File: src/rtl/two_ops_accum.sv
// Block accumulator: sums COUNT unsigned results arriving over valid/ready and
// presents each block sum with a sticky overflow flag through a one-entry hold register.
module two_ops_accum #(
    parameter int unsigned WIDTH     = 8,
    parameter int unsigned ACC_WIDTH = 16,
    parameter int unsigned COUNT     = 4
) (
    input  logic                 CLK,
    input  logic                 RESETN,
    input  logic [WIDTH-1:0]     I,
    input  logic                 I_valid,
    output logic                 I_ready,
    output logic [ACC_WIDTH-1:0] O,
    output logic                 O_ovf,
    output logic                 O_valid,
    input  logic                 O_ready
);

    localparam int unsigned CntW = $clog2(COUNT + 1);
    localparam logic [CntW-1:0] CntLast = CntW'(COUNT - 1);

    generate
        if (ACC_WIDTH < WIDTH || COUNT < 1 || COUNT > 255) begin : g_bad_param
            $error("two_ops_accum: illegal WIDTH/ACC_WIDTH/COUNT combination");
        end
    endgenerate

    typedef enum logic [0:0] {StAccum, StDrain} state_e;

    state_e                 state_q, state_d;
    logic [ACC_WIDTH-1:0]   acc_q, acc_d;
    logic [CntW-1:0]        cnt_q, cnt_d;
    logic                   ovf_q, ovf_d;
    logic [ACC_WIDTH-1:0]   o_q, o_d;
    logic                   o_ovf_q, o_ovf_d;
    logic [ACC_WIDTH:0]     in_ext;
    logic [ACC_WIDTH:0]     sum_ext;

    always_comb begin
        state_d = state_q;
        acc_d   = acc_q;
        cnt_d   = cnt_q;
        ovf_d   = ovf_q;
        o_d     = o_q;
        o_ovf_d = o_ovf_q;
        // One extra bit catches the carry out of the accumulator.
        in_ext  = {{(ACC_WIDTH + 1 - WIDTH){1'b0}}, I};
        sum_ext = {1'b0, acc_q} + in_ext;

        unique case (state_q)
            StAccum: begin
                if (I_valid) begin
                    acc_d = sum_ext[ACC_WIDTH-1:0];
                    ovf_d = ovf_q | sum_ext[ACC_WIDTH];
                    if (cnt_q == CntLast) begin
                        o_d     = acc_d;
                        o_ovf_d = ovf_d;
                        cnt_d   = '0;
                        acc_d   = '0;
                        state_d = StDrain;
                    end else begin
                        cnt_d = cnt_q + 1'b1;
                    end
                end
            end
            StDrain: begin
                if (O_ready) begin
                    ovf_d   = 1'b0;
                    state_d = StAccum;
                end
            end
            default: state_d = StAccum;
        endcase
    end

    always_ff @(posedge CLK) begin
        if (!RESETN) begin
            state_q <= StAccum;
            acc_q   <= '0;
            cnt_q   <= '0;
            ovf_q   <= 1'b0;
            o_q     <= '0;
            o_ovf_q <= 1'b0;
        end else begin
            state_q <= state_d;
            acc_q   <= acc_d;
            cnt_q   <= cnt_d;
            ovf_q   <= ovf_d;
            o_q     <= o_d;
            o_ovf_q <= o_ovf_d;
        end
    end

    assign I_ready = (state_q == StAccum);
    assign O_valid = (state_q == StDrain);
    assign O       = o_q;
    assign O_ovf   = o_ovf_q;

endmodule

File: config.mk
export PLATFORM = sky130hd
export DESIGN_NAME = two_ops_accum
export DESIGN_NICKNAME = d
export VERILOG_FILES = /design/src/rtl/two_ops_accum.sv
export SDC_FILE = /design/constraint.sdc
export NUM_CORES = 1
export LEC_CHECK = 0
export BUFFER_PORTS_ARGS = -buffer_cell sky130_fd_sc_hd__buf_2
export CAP_MARGIN = 20
export CORE_MARGIN = 2
export CORE_UTILIZATION = 30
export DETAILED_ROUTE_END_ITERATION = 10
export SLEW_MARGIN = 20
export SYNTH_ARGS = -nofsm -noshare
export SYNTH_HDL_FRONTEND = slang
export SYNTH_SLANG_ARGS = --single-unit
export TNS_END_PERCENT = 1
File: constraint.sdc
create_clock -name CLK -period 2.9 [get_ports CLK]
set_input_delay 0.29 -clock CLK [delete_from_list [all_inputs] [get_ports CLK]]
set_output_delay 0.29 -clock CLK [all_outputs]
set_load 0.005 [all_outputs]
==> impl_metrics.py <==
metrics = {
    "global_routing": {
        "grt_pass1_wl_mm": 8.33,
        "grt_usage_pct": 13.3,
        "grt_pass1_vias": 1759,
        "antenna_found_initial": 0,
        "busiest_layer": "met2",
        "grt_util_met1_pct": 17.6,
        "grt_overflow_total": 0,
        "grt_max_degree": 29,
        "met3_usage_pct": 2.99,
        "grtUsageMet2_pct": 22.9,
    },
    "floorplanning": {
        "die_area_um2": 7810,
        "initial_core_util_pct": 31.2,
        "num_rows": 30,
        "ios": 31,
        "die_w_um": 88.4,
        "coreArea_um2": 6830,
        "die_h_um": 88.4,
    },
    "setup_path": {
        "setup.worst_path.start_class": "flop",
        "cp_data_arrival_time_ps": 2400,
        "endpoint_kind": "flop",
        "ff2ff_setup_slack_ps": 700,
        "crit_end": "O[8]$_SDFFE_PN0P_",
        "r2r_cells": 7,
        "reg2reg_to": "O[8]$_SDFFE_PN0P_",
        "reg2reg_from": "acc_q[0]$_SDFFE_PN0P_",
        "cp-startpoint": "acc_q[0]$_SDFFE_PN0P_",
        "crit_required_ps": 3100,
        "path_class": "flop to flop",
        "crit_fanout": 7,
    },
    "final_layout": {
        "mostFrequentLayoutCells": "38 x dfxtp_1, 30 x buf_2, 26 x nand2_1",
        "area_growth_pct": 12.2,
        "final_common_cell": "dfxtp_1",
        "multi_input_comb_area_um2": 1260,
        "fillerInstances": 755,
        "fin_nets": 291,
        "postLayoutCoreUtil_pct": 35.1,
        "stdcell_count": 365,
        "seq_area_um2": 761,
        "num_antenna_cells": 0,
        "final_area_um2": 2390,
        "drive_above_1_share_pct": 21.2,
    },
    "min_path": {
        "hold_path.class": "input port to flop",
    },
    "drt": {
        "vias": 1896,
        "dr.pass1.iters": 4,
        "ant_nets": 0,
        "drc": 0,
        "vias_per_cell": 5.19,
        "finalWirelength_mm": 5.08,
        "drt_iter0_markers": 127,
        "wl_per_cell_um": 13.9,
    },
    "clocking": {
        "clock_sinks": 38,
        "root_buffer": "clkbuf_8",
        "post_cts.repair.setup_buffers": 0,
        "cts_made_buffers": 5,
        "ctsResizeCount": 0,
        "insertion_delay_ps": 280,
        "cts_tree": "built",
        "ctsLongestPathBuffers": 2,
        "h-tree-depth": 2,
        "path_clk_slew_ps": 80,
        "holdBufCountCts": 0,
    },
    "pwr": {
        "seq_power_share_pct": 48.9,
        "combPwrFrac_pct": 21.6,
        "irDropWorstVdd_v": 0.000244,
        "pwr-share-clk_pct": 29.5,
        "switchingPower_mw": 0.359,
        "leakagePower_nw": 0.940,
        "p_int_mw": 0.807,
        "powerDensity_nw_per_um2": 487,
        "p_sw_share_pct": 30.8,
    },
    "yosys": {
        "yosys_warnings": 0,
        "seq_area_frac_synth_pct": 35.6,
        "syn-cell-area_um2": 2130,
        "synth_cells": 244,
        "avgSynthCellArea_um2": 8.75,
        "ys_async_sr_fraction_pct": 0,
        "ys_ff_latch": 38,
        "synthFlopType": "dfxtp_1",
        "ys_types": 58,
        "synth-edff-count": 0,
        "syn_nets": 266,
    },
    "placement": {
        "dpl.hpwl_mm": 3.74,
        "dp_cells": 358,
        "dp_slack_ps": 597,
        "gp_congestion": 0.857,
        "placed_cell_area_um2": 2320,
        "portBuffers": 30,
    },
    "timing": {
        "fin_crit_sh_pct": 75.8,
        "min_period_ps": 2200,
        "fmax_mhz": 455,
        "finClkSkew_ps": 4.24,
        "max_slew_margin_pct": 54.0,
        "finalHoldViolCount": 0,
        "setup_violations": 0,
        "drv_slew": 0,
        "rsz0062_at_grt": "false",
        "worst_pin_slew_ps": 690,
        "setup_slack_ps": 701,
        "totalNegativeSetupSlack_ps": 0,
    },
    "flow_run": {
        "drv_cap": 0,
    },
    "status": {
        "status": "complete, no violations",
    },
}
[cells in the mapped netlist (5+ instances only)]
master	instances	share of area, %
a211oi_1	12	4.2
a21oi_1	21	4.9
a31oi_1	9	2.6
dfxtp_1	38	36
ha_1	9	5.3
inv_1	5	0.88
nand2_1	26	4.6
nand3_1	5	1.2
nor2_1	16	2.8
o21ai_0	11	2.6
xnor2_1	5	2.1
[logic make-up (layout without fill, tap and decap cells)]
logic type	after synthesis	after routing	synth area share [%]
buf+inv	18	43	5.39
simple gates	76	76	18.3
flops	38	38	35.6
xor+xnor	8	8	3.28
compound gates	92	92	30.2
fa+ha+maj	10	10	6.21
mux	2	2	0.938
[stage by stage]
stage	total power, mW	hold slack, ps
final	1.17	287
after global placement	0.827	443
after detailed placement	0.834	450
after global routing	1.24	298
after floorplan	0.797	429
after CTS	1.18	289
[layout make-up]
| class | count | share of cell area (%) |
|---|---|---|
| clock inverters | 2 | 0.418 |
| inverters | 5 | 0.784 |
| multi-input cells | 188 | 52.6 |
| clock buffers | 5 | 2.87 |
| flip-flops and latches | 38 | 31.8 |
| repair buffers | 31 | 6.58 |
| well taps | 96 | 5.02 |
[sequential cells by signal, indices dropped and copies added, names as in the netlist]
register  cells
ovf_q         1
O_ovf         1
acc_q        16
cnt_q         3
O            16
O_valid       1
[power by group through the flow]
| stage | clock (mW) | combinational (mW) | sequential (mW) |
|---|---|---|---|
| final | 0.344 | 0.253 | 0.570 |
| after global routing | 0.379 | 0.281 | 0.575 |
| after CTS | 0.355 | 0.252 | 0.570 |
| after floorplan | 0 | 0.226 | 0.570 |
| after global placement | 0 | 0.246 | 0.581 |
| after detailed placement | 0 | 0.251 | 0.583 |
[worst min path at each step]
stage                     slack, ps  cells past startpoint          startpoint                  to
final                           290                      4             O_ready  ovf_q$_SDFFE_PN0P_
after global routing            300                      3             O_ready  O_valid$_SDFF_PN0_
after CTS                       290                      3             O_ready  O_valid$_SDFF_PN0_
after floorplan                 430                      2  ovf_q$_SDFFE_PN0P_  ovf_q$_SDFFE_PN0P_
after global placement          440                      2   O[5]$_SDFFE_PN0P_   O[5]$_SDFFE_PN0P_
after detailed placement        450                      2   O[3]$_SDFFE_PN0P_   O[3]$_SDFFE_PN0P_
[per-layer routing]
layer / up-vias / part of all wire [%]
met5: - / 0
met4: 0 / 0.18
met3: 2 / 5.1
met2: 47 / 47
met1: 887 / 47
li1: 960 / -
[critical path, stage by stage, from the launching register on]
cell and delay, ps:
dfxtp_1 320, ha_1 210, fa_1 430, a211oi_1 330
o21bai_2 180, o21a_2 290, xnor2_1 140, a211oi_1 210
No activity file was read; power rests on OpenSTA's default activity.
